**src/rtl/mux_n_stage.sv**
```systemverilog
// NUM_IN-way WIDTH-bit operand select with a registered valid/ready output stage and 2-entry skid.
// Optional sticky out-of-range select flag: define MUX_N_STAGE_SEL_CHECK_EN.
module mux_n_stage #(
    parameter int unsigned WIDTH  = 64,
    parameter int unsigned NUM_IN = 4,
    parameter int unsigned SEL_W  = 2
) (
    input  logic                    clk,
    input  logic                    rst_n,
    input  logic [NUM_IN*WIDTH-1:0] in_data,
    input  logic [SEL_W-1:0]        sel,
    input  logic                    in_valid,
    output logic                    in_ready,
    output logic [WIDTH-1:0]        out_data,
    output logic                    out_valid,
    input  logic                    out_ready,
    input  logic                    flush,
    output logic                    sel_err
);

    logic [WIDTH-1:0] mux_word;
    logic [WIDTH-1:0] skid_data;
    logic             skid_valid;
    logic             accept;
    logic             main_free;

    // Out-of-range selects fall through to the all-zero default.
    always_comb begin
        mux_word = '0;
        for (int unsigned k = 0; k < NUM_IN; k++) begin
            if (sel == SEL_W'(k)) begin
                mux_word = in_data[k*WIDTH +: WIDTH];
            end
        end
    end

    assign in_ready  = ~skid_valid;
    assign accept    = in_valid & in_ready;
    assign main_free = ~out_valid | out_ready;

    always_ff @(posedge clk or negedge rst_n) begin
        if (!rst_n) begin
            out_data   <= '0;
            out_valid  <= 1'b0;
            skid_data  <= '0;
            skid_valid <= 1'b0;
        end else if (flush) begin
            out_valid  <= 1'b0;
            skid_valid <= 1'b0;
        end else if (main_free) begin
            if (skid_valid) begin
                out_data   <= skid_data;
                out_valid  <= 1'b1;
                skid_valid <= 1'b0;
            end else if (accept) begin
                out_data  <= mux_word;
                out_valid <= 1'b1;
            end else begin
                out_valid <= 1'b0;
            end
        end else if (accept) begin
            // Main is stalled: park the accepted word so in_ready can stay registered.
            skid_data  <= mux_word;
            skid_valid <= 1'b1;
        end
    end

`ifdef MUX_N_STAGE_SEL_CHECK_EN
    // Sticky until reset; flush deliberately leaves it alone.
    always_ff @(posedge clk or negedge rst_n) begin
        if (!rst_n) begin
            sel_err <= 1'b0;
        end else if (accept && (32'(sel) >= NUM_IN)) begin
            sel_err <= 1'b1;
        end
    end
`else
    assign sel_err = 1'b0;
`endif

endmodule

```
**config.mk**
```make
export PLATFORM = sky130hd
export DESIGN_NAME = mux_n_stage
export DESIGN_NICKNAME = d
export VERILOG_FILES = /design/src/rtl/mux_n_stage.sv
export SDC_FILE = /design/constraint.sdc
export NUM_CORES = 1
export LEC_CHECK = 0
export BUFFER_PORTS_ARGS = -buffer_cell sky130_fd_sc_hd__buf_2
export CAP_MARGIN = 20
export CORE_AREA = 2 2 127 129
export DETAILED_ROUTE_END_ITERATION = 10
export DIE_AREA = 0 0 129 131
export PLACE_DENSITY = 0.79
export SYNTH_ARGS = -nofsm -noshare
export SYNTH_HDL_FRONTEND = slang
export SYNTH_SLANG_ARGS = --single-unit
```
**constraint.sdc**
```tcl
create_clock -name clk -period 3.5 [get_ports clk]
set_clock_uncertainty 0.05 [all_clocks]
set_input_delay 0.7 -clock clk [delete_from_list [all_inputs] [get_ports clk]]
set_output_delay 0.7 -clock clk [all_outputs]
set_load 0.01 [all_outputs]
```
# Word level (Yosys, flattened, before mapping)

Index checks and enable logic that the tools add are counted.

Flip-flop bits (word level): 130
Latch bits: 0
RAM bits: 0
ROM bits: 0
Input port bits: 263
Output and inout bits: 67
Logic and storage cells: 32
Memories kept: 0

Add/sub/neg operators: 0
Multipliers: 0
Divide/modulo/power cells: 0
Order comparisons: 0
Equality and inequality tests: 3
Shifts and indexed selects: 0
Multiplexer cells: 13
Bitwise logic cells: 6
Reduce and logical (&&, ||, !) cells: 6

Operators with widths:

| operator                                            | number |
|---|---|
| 2-to-1 mux 64 bit                                   | 6 |
| 2-to-1 mux 1 bit                                    | 7 |
| AND reduction 3 bit                                 | 2 |
| equality test 2 bit, second input constant          | 2 |
| inverter 1 bit                                      | 4 |
| nonzero test 2 bit                                  | 2 |
| nonzero test 3 bit                                  | 1 |
| equality test 2 x 1 -> 1 bit, second input constant | 1 |
| logical NOT 2 bit                                   | 1 |
| AND 1 bit                                           | 1 |
| bitwise OR 1 bit                                    | 1 |

# Longest topological paths before layout

Gate-level depths: netlist (run 1).

Depth after elaboration: 7
Depth in mapped cells: 5
Depth with buffers taken out: 3

# Worst setup path after synthesis (run 1)

Ideal clock, no wire load.

Kind: input to register
Start: in sel[0]
End: reg skid_data[10]
Library setup time: 0.125 ns
Arrival: 2.020 ns
Slack: 1.305 ns
Stages: 4
Cell sequence: buf_2 -> buf_2 -> mux4_2 -> mux2_4

Word-level cells in the longest chain between the ends: 5
Elaborated cells on any way between the ends: 8

Ends and longest elaborated chain:

| element                         | line | text |
|---|---|---|
| start: declaration              | 11   | `input logic [SEL_W-1:0] sel,` |
| logical NOT 2 bit               | 31   | `if (sel == SEL_W'(k)) begin` |
| 2-to-1 mux 64 bit (3 in series) | 31   |  |
| 2-to-1 mux 64 bit (*)           | 31   |  |
| end signal: assignment          | 63   | `skid_data <= mux_word;` |
| end: declaration                | 22   | `logic [WIDTH-1:0] skid_data;` |

Mark *: on every way between the ends. The rest lies on a longest branch, timed or not.
A chain may end at the register's enable or synchronous reset.

# Final worst setup path (run 1)

Start: reg skid_valid
End: out in_ready

Word-level cells in the longest chain between the ends: 1

Ends and longest elaborated chain:

| element                  | line | text |
|---|---|---|
| start: declaration       | 23   | `logic skid_valid;` |
| start signal: assignment | 46   | `skid_valid <= 1'b0;` |
| start signal: assignment | 49   | `skid_valid <= 1'b0;` |
| start signal: assignment | 54   | `skid_valid <= 1'b0;` |
| inverter 1 bit           | 37   | `assign in_ready = ~skid_valid;` |
| end: declaration         | 13   | `output logic in_ready,` |

No other way between the ends.

==> impl_metrics.toml, run 1 <==
[status]
run_status = "finished, final reports clean"

[setup_path]
r2r_slack_ps = 1360
worst_setup_path_end_kind = "primary output"
arrival_ps = 1700
worstSetupStartpoint = "skid_valid"
critPathLaunchType = "flop"
reg2regPathDepth = 5
worstPathRequired_ps = 2750
worst-path-max-fanout = 67
r2r-end = "out_data[19]"
crit_type = "flop to primary output"
r2r_start = "skid_valid"

[grt]
grt_antenna_before_repair = 1
grt_pass1_wl_um = 31600
grt_remaining_overflow = 0
grt_max_degree = 86
grt_pass1_vias = 6251
grt_use_total_pct = 24.4

[drt]
firstDrtPassIters = 5
num_vias = 6051
vias_per_cell = 5.46
routed_wl_um = 20300
postRouteAntennaNets = 0
routedWlPerCell_um = 18.3
drcViolationCount = 0
drt_iter0_drc = 433

[cells_and_area]
syn2layout_area_growth_pct = 32.3
drive_gt1_share_pct = 56.1
nFillCells = 1316
fin_nets = 1145
seqCellArea_mm2 = 0.00325
multi_input_area_mm2 = 0.00365

[yosys]
syn-cell-area_mm2 = 0.00719
syn_avg_cell_area_um2 = 12.4
ys_types = 20
synthesis.nets = 843
yosysTopAreaCell = "dfrtp_1"
yosysTopAreaCellShare_pct = 45.3
netlist_top_cells_area = "dfrtp_1 45%, mux4_2 20%, mux2_4 13%"
ys_ff_latch = 130
synthCells = 580
ys_seq_area_share_pct = 45.3
yosys_warnings = 0

[floorplanning]
die_area_mm2 = 0.0169
num_io_pins = 330
fp.coreArea_mm2 = 0.0156
die_w_um = 129
row_count = 46
initial_core_util_pct = 46.1
die_y_um = 131

[place]
gp_congestion = 0.811
hpwlAfterDp_um = 14100
portBuffers = 328

[pwr]
powerDensity_mw_per_mm2 = 515
leakage_nw = 4.61
ir_drop_mv = 0.341
totalPowerFinal_w = 0.00490

[clock_network]
cts_sinks = 130
cts_tree = "done"
cts_buffers = 17
clockBufferDepth = 2
path_clk_slew_ps = 50
cts_resized = 0
htree_num_levels = 4
clk_latency_ps = 410
postCtsHoldBufs = 0
cts_setup_buffers = 0
cts_root_buf = "clkbuf_16"

[timing]
period_needed_ps = 2450
hold_violations = 0
worst-slew-pin-transition_ps = 785
fin_tns_setup_ps = 0
setup_violations = 0
slew_headroom_pct = 47.7
final_max_slew_viol_count = 0
fmax_ghz = 0.408
rsz0062_at_grt = "no"
period_share_pct = 70.0

[run]
cap_viol_max_count = 0

[hold_path]
hp-class = "input port to asynchronous set/reset pin"
## state kept, by name, summed over array words and instances, names as in the netlist
signal      cells
out_data       64
out_valid       1
skid_data      64
skid_valid      1
## how the worst max path moves through the flow
stage	end	slack (ps)	cells after the start
floorplan	skid_data[10]	1300	4
global placement	skid_data[9]	920	5
detailed placement	skid_data[53]	910	5
CTS	in_ready	1040	3
global route	in_ready	940	3
finish	in_ready	1050	3
## critical path, cell delays in order (launching register included)
cell and delay [ps]:
dfrtp_2 350, buf_4 580, inv_2 140, buf_2 180
## cell families after synthesis
family	after synthesis	share of synthesized area (%)
AO/OA/AOI/OAI	130	10.2
buffers and inverters	58	3.99
flip-flops	130	45.3
multiplexers	128	33.2
other	1	0.0522
AND/OR/NAND/NOR	133	7.23
## report_power, final
part           internal [W]  switching, W  leakage (nW)
logic              0.000700      0.000505          2.83
registers           0.00187      0.000208          1.51
clock network       0.00101      0.000605         0.265
## through the flow
step           util, %  hold WS, ps  cell area (um^2)  std cells  setup WS, ps
6_report          61.0          286              9510       1109          1050
4_1_cts           60.9          322              9510       1108          1040
3_5_place_dp      57.5          441              8970       1079           909
3_3_place_gp      57.5          438              8970       1079           922
2_1_floorplan        -          354              7190        580          1300
5_1_grt           61.0          334              9510       1109           944
## cell type report
class / count / area share, %
antenna: 1 / 0.0263
clock buffer: 23 / 5.03
clock inverter: 6 / 0.605
inverter: 1 / 0.0395
multi-input combinational: 392 / 38.4
sequential: 130 / 34.2
tap: 216 / 2.84
timing repair buffer: 340 / 18.8
## per-layer routing
| layer | track usage [%] | vias up | share of wire [%] |
|---|---|---|---|
| met5 | 0 | - | 0 |
| met4 | 9.59 | 0 | 2.3 |
| met3 | 4.72 | 36 | 5.5 |
| met2 | 43.4 | 241 | 53 |
| met1 | 29.4 | 3005 | 39 |
| li1 | - | 2769 | - |
## cells in the mapped netlist
| cell | count |
|---|---|
| mux2_4 | 60 |
| or4b_1 | 1 |
| inv_1 | 1 |
| buf_1 | 4 |
| buf_4 | 2 |
| nor2_1 | 1 |
| o21ba_2 | 1 |
| a21oi_1 | 65 |
| nor3_1 | 1 |
| buf_2 | 7 |
| a31oi_1 | 64 |
| conb_1 | 1 |
| mux2_2 | 4 |
| nand2b_4 | 1 |
| and2_1 | 1 |
| clkbuf_1 | 37 |
| buf_6 | 7 |
| dfrtp_1 | 130 |
| nand2_1 | 128 |
| mux4_2 | 64 |
## placed cells by master, fill, tap and decap left out, drive strengths merged, types with 4 or more instances in the layout
cell	instances
a21oi	65
a31oi	64
buf	340
clkbuf	23
clkinv	4
dfrtp	130
mux2	64
mux4	64
nand2	128
No activity file was read; power rests on OpenSTA's default activity.
==> inputs of run 2 (changes only) <==
--- a/config.mk
+++ b/config.mk
@@ -7,10 +7,10 @@
 export LEC_CHECK = 0
 export BUFFER_PORTS_ARGS = -buffer_cell sky130_fd_sc_hd__buf_2
 export CAP_MARGIN = 20
-export CORE_AREA = 2 2 127 129
+export CORE_AREA = 2 2 130 132
 export DETAILED_ROUTE_END_ITERATION = 10
-export DIE_AREA = 0 0 129 131
-export PLACE_DENSITY = 0.79
+export DIE_AREA = 0 0 132 134
+export PLACE_DENSITY = 0.76
 export SYNTH_ARGS = -nofsm -noshare
 export SYNTH_HDL_FRONTEND = slang
 export SYNTH_SLANG_ARGS = --single-unit
==> constraint.sdc (replaced) <==
create_clock -name clk -period 2.4 [get_ports clk]
set_clock_uncertainty 0.05 [all_clocks]
set_input_delay 0.48 -clock clk [delete_from_list [all_inputs] [get_ports clk]]
set_output_delay 0.48 -clock clk [all_outputs]
set_load 0.01 [all_outputs]
==> run 2 against run 1 <==
Net effect: register-to-register slack got worse by 770 ps; non-clock buffer count grew 5; worst setup slack lost 460 ps; cell count is 0.99% higher; first-iteration DRC count increased by 0.69%; wire length grew 0.42%; sequential cell count did not move; sequential share of layout area shrank 0.59 points; count of clock-buffer cells in the layout down 1; die area up 4.7%; sequential power increased by 46%; critical endpoint is now out_data[48].
==> impl_metrics.toml, run 2 (synthesis gave the netlist of run 1 again) <==
[setup_path]
crit_type = "flop to flop"
crit_chain = "nand2b_4 > buf_4 > buf_4 > a21oi_1 > a31oi_1"
arrival_ps = 2090
critical_path.max_stage_delay_ps = 520
worst-path-max-fanout = 39
r2r_slack_ps = 590
crit_top_cell = "buf_4"
critPathLaunchType = "flop"
worstPathRequired_ps = 2680
cpMaxStageDelayCell = "buf_4"
crit_buf_inv = 2
worst_setup_path_end_kind = "flop"
critical-path-top-delay-family = "buffers and inverters"

[grt]
grt_use_total_pct = 23.2
met1_usage_pct = 27.9
grt_antenna_before_repair = 0
grt_util_met3_pct = 5.10
grt_remaining_overflow = 0
grt_busiest_layer = "met2"
grt.met2_usage_pct = 40.7
grt_max_degree = 72
grt_pass1_vias = 6456
grt_pass1_wl_um = 32600

[place]
pre_cts_ws_ps = 368
dpl_cell_area_mm2 = 0.00905
gp_congestion = 0.796
hpwlAfterDp_um = 14200
portBuffers = 328

[floorplanning]
fp.coreArea_mm2 = 0.0163
die_w_um = 132
die_y_um = 134
num_io_pins = 330
initial_core_util_pct = 44.1
row_count = 47
die_area_mm2 = 0.0177

[clock_network]
htree_num_levels = 4
clockBufferDepth = 2
path_clk_slew_ps = 50
cts_sinks = 130
clk_latency_ps = 420
cts_resized = 0
cts_tree = "done"
cts_root_buf = "clkbuf_16"
cts_buffers = 17

[timing]
setup_violations = 0
period_needed_ps = 1810
final_max_slew_viol_count = 0
hold_violations = 0
period_share_pct = 75.5
fmax_ghz = 0.552
slew_headroom_pct = 47.6
holdWs_ps = 208
fin_tns_setup_ps = 0
layout_setup_ws_ps = 588
worst-slew-pin-transition_ps = 787
rsz0062_at_grt = "no"

[cells_and_area]
diodes = 0
drive_gt1_share_pct = 56.6
fin_area_mm2 = 0.00967
syn2layout_area_growth_pct = 34.6
final_common_cell = "buf_2"
final_cell_mix = "326 x buf_2, 129 x dfrtp_1, 128 x nand2_1"
reg_top3 = "out_data: 64 flops, skid_data: 64 flops"
fin_nets = 1150
nFillCells = 1348

[pwr]
leakage_nw = 4.67
ir_drop_mv = 0.492
powerDensity_mw_per_mm2 = 767

[run]
cap_viol_max_count = 0

[drt]
firstDrtPassIters = 5
vias_per_cell = 5.51
drt_iter0_drc = 436
drcViolationCount = 0
routedWlPerCell_um = 18.2
num_vias = 6167
routed_wl_um = 20400
postRouteAntennaNets = 0

[hold_path]
hp-class = "input port to flop"

[status]
run_status = "finished, final reports clean"
run 2: area by class of cell:
type	instances	area (um^2)	area share, %
multi-input cells	392	3650	37.7
flip-flops and latches	130	3250	33.6
repair buffers	345	1880	19.4
clock buffers	22	484	5.01
well taps	220	275	2.85
clock inverters	10	125	1.29
inverters	1	3.75	0.0388
run 2: worst paths after layout:
path,from,to,cells after the start
max in group asynchronous,rst_n,out_data[27],3
setup / recovery,out_valid,out_data[48],5
setup reg to reg,out_valid,out_data[48],5
min in group asynchronous,rst_n,out_data[0],2
hold / removal,flush,out_valid,2
hold reg to reg,skid_data[49],skid_data[49],1
run 2: per-stage QoR:
step | power, W | utilization (%) | instances
detailed placement | 0.00483 | 55.6 | 1087
finish | 0.00742 | 59.4 | 1120
CTS | 0.00747 | 59.4 | 1120
floorplan | 0.00410 | - | 580
global route | 0.00777 | 59.4 | 1120
global placement | 0.00476 | 55.6 | 1087
run 2: what timing repair did:
item,in CTS,in global routing
hold buffers,1,0
endpoints found under the hold margin,21,0
buffers inserted,0,0
run 2: power breakdown:
group	total, W	switching, W	internal (W)
clock network	0.00261	0.000965	0.00165
logic	0.00177	0.000740	0.00103
registers	0.00303	0.000311	0.00272
total	0.00742	0.00202	0.00540
run 2: metal layers:
layer,wire [um],part of all wire (%)
met1,7900,39
met2,10600,52
met3,1340,6.6
met4,515,2.5
met5,0,0
==> inputs of run 3 (changes only) <==
==> config.mk (replaced) <==
export PLATFORM = sky130hd
export DESIGN_NAME = mux_n_stage
export DESIGN_NICKNAME = d
export VERILOG_FILES = /design/src/rtl/mux_n_stage.sv
export SDC_FILE = /design/constraint.sdc
export NUM_CORES = 1
export LEC_CHECK = 0
export ABC_AREA = 1
export BUFFER_PORTS_ARGS = -buffer_cell sky130_fd_sc_hd__buf_2
export CAP_MARGIN = 20
export CORE_MARGIN = 2
export CORE_UTILIZATION = 44
export DETAILED_ROUTE_END_ITERATION = 10
export PLACE_DENSITY = 0.78
export SYNTH_ARGS = -nofsm -noshare
export SYNTH_HDL_FRONTEND = slang
export SYNTH_SLANG_ARGS = --single-unit
==> constraint.sdc (replaced) <==
create_clock -name clk -period 1.55 [get_ports clk]
set_clock_uncertainty 0.05 [all_clocks]
set_input_delay 0.31 -clock clk [delete_from_list [all_inputs] [get_ports clk]]
set_output_delay 0.31 -clock clk [all_outputs]
set_load 0.01 [all_outputs]
==> run 3 against run 2 <==
Net effect: combinational power rose by 42%; sequential power rose by 50%; hold slack got worse by 54 ps; non-clock buffer count rose by 20; first-iteration DRC count rose by 39%; synthesized cell count rose by 94%; count of clock-buffer cells in the layout fell by 2; total power rose by 54%; critical path depth fell by 3; largest cell class unchanged; largest power group unchanged.
==> impl_metrics.toml, run 3 <==
[drt]
drt_iter0_drc = 606
routedWlPerCell_um = 14.7
firstDrtPassIters = 8
drcViolationCount = 0
postRouteAntennaNets = 0
drt-met1-wl_um = 9960
vias_per_cell = 5.10
routed_wl_um = 24400
num_vias = 8487
route.met2.wl_um = 11900
top_layer_used = "met5"
wl_met3_um = 1910

[setup_path]
r2r-end = "out_data[7]"
r2r_slack_ps = 150
critical_path.max_stage_delay_ps = 410
crit_type = "flop to primary output"
worst_setup_path_end_kind = "primary output"
worst-path-max-fanout = 3
crit_buf_inv = 2
worstPathRequired_ps = 1190
cpMaxStageDelayCell = "dfrtp_1"
crit_chain = "inv_4 > buf_2"
critPathLaunchType = "flop"
critical-path-top-delay-family = "flip-flops"
cp_num_cells = 2
r2r_start = "skid_valid"
arrival_ps = 1050
reg2regPathDepth = 7

[yosys]
yosys_warnings = 0
synthesis.nets = 1386
synth.top_cells.by_count = "450 x nand2_1, 131 x nor2_1, 130 x dfrtp_1, 128 x nand3_1, 80 x o21ai_0"
synth_ff_type = "dfrtp_1"
syn_avg_cell_area_um2 = 6.84
yosysTopAreaCell = "dfrtp_1"
ys_ff_latch = 130
yosysMostFrequentCell = "nand2_1"
syn-cell-area_mm2 = 0.00768
synth_edf_count = 0
synthCells = 1123
ys_types = 21
ys_seq_area_share_pct = 42.4
synthArstFlopShare_pct = 100
yosysTopAreaCellShare_pct = 42.4
netlist_top_cells_area = "dfrtp_1 42%, nand2_1 22%, nand3_1 8.3%"

[grt]
grt_remaining_overflow = 0
grt_use_total_pct = 26.3
grt_pass1_wl_um = 37900
grt_pass1_vias = 7741
grt_antenna_before_repair = 2
grt_max_degree = 67

[clock_network]
clk_latency_ps = 410
cts_buffers = 17
clockBufferDepth = 2
cts_sinks = 130
path_clk_slew_ps = 60
cts_tree = "done"
cts_resized = 0
htree_num_levels = 4
cts_root_buf = "clkbuf_16"

[place]
hpwlAfterDp_um = 17500
dpl_cell_area_mm2 = 0.00963
pre_cts_ws_ps = -5.54
gp_congestion = 0.868
portBuffers = 328
placed_cells = 1627

[floorplanning]
fp.coreArea_mm2 = 0.0172
die_area_mm2 = 0.0185
die_w_um = 136
num_io_pins = 330
die_y_um = 136
initial_core_util_pct = 44.7
row_count = 48

[hold_path]
hp-start = "out_ready"
holdPathEnd = "skid_valid"
hold_depth = 4
hp-class = "input port to flop"

[cells_and_area]
fin_nets = 1687
drive_gt1_share_pct = 28.3
finalNonFillerCells = 1663
final_cell_mix = "449 x nand2_1, 326 x buf_2, 131 x nor2_1"
fin_area_mm2 = 0.0103
final_common_cell = "nand2_1"
seqCellArea_mm2 = 0.00325
fin_util_pct = 60.0
syn2layout_area_growth_pct = 34.2
reg_top3 = "out_data: 64 flops, skid_data: 64 flops"
nFillCells = 1569
multi_input_area_mm2 = 0.00395

[run]
cap_viol_max_count = 0

[timing]
holdWs_ps = 154
rsz0062_at_grt = "no"
fmax_ghz = 0.709
hold_violations = 0
period_needed_ps = 1410
layout_setup_ws_ps = 140
period_share_pct = 91.0
setup_violations = 0
final_max_slew_viol_count = 0

[status]
run_status = "finished, final reports clean"

[pwr]
powerDensity_mw_per_mm2 = 1110
leakage_nw = 5.86
ir_drop_mv = 0.759
## run 3: final cells by class
type                            count  area share, %
Inverter                            4          0.170
Antenna cell                        1         0.0243
Sequential cell                   130           31.6
Clock buffer                       20           4.53
Tap cell                          225           2.73
Multi-Input combinational cell    906           38.3
Timing Repair Buffer              365           20.9
Clock inverter                     12           1.72
## run 3: layer usage
| layer | track usage, % | up-vias |
|---|---|---|
| li1 | - | 4178 |
| met1 | 32.3 | 3879 |
| met2 | 45.1 | 379 |
| met3 | 5.82 | 49 |
| met4 | 10.4 | 2 |
| met5 | 0 | - |
## run 3: how the worst max path moves through the flow
stage	start	endpoint	slack [ps]
2_1_floorplan	out_valid	skid_data[23]	220
3_3_place_gp	sel[0]	out_data[39]	30
3_5_place_dp	sel[1]	out_data[37]	-6
4_1_cts	skid_valid	in_ready	120
5_1_grt	skid_valid	out_data[53]	30
6_report	skid_valid	in_ready	140
## run 3: per-stage QoR
stage                     total power, W  TNS (ps)
after floorplan                  0.00592         0
after global placement           0.00700         0
after detailed placement         0.00709     -6.59
after CTS                         0.0115         0
after global routing              0.0121         0
final                             0.0114         0
## run 3: logic make-up after synthesis
| logic type | Yosys count | synth area share [%] |
|---|---|---|
| flops | 130 | 42.4 |
| simple gates | 777 | 42.9 |
| compound gates | 128 | 8.35 |
| other cells | 1 | 0.0489 |
| buf+inv | 87 | 6.32 |
## run 3: tightest hold or removal path: stages
cell and delay (ps):
buf_2 70, inv_1 50, nand3b_4 100, nor2_1 50
## run 3: report_power, final
part | switching (W) | total [W] | leakage [nW] | internal (W)
logic | 0.00143 | 0.00252 | 3.90 | 0.00109
clock network | 0.00152 | 0.00435 | 0.317 | 0.00283
registers | 0.000403 | 0.00453 | 1.64 | 0.00413
## run 3: repair_timing
| item | 4_1_cts | 5_1_grt |
|---|---|---|
| setup buffers | 2 | 0 |
| endpoints found under the hold margin | 34 | 0 |
| endpoints found under the setup margin | 1 | 0 |
| hold buffers | 1 | 0 |
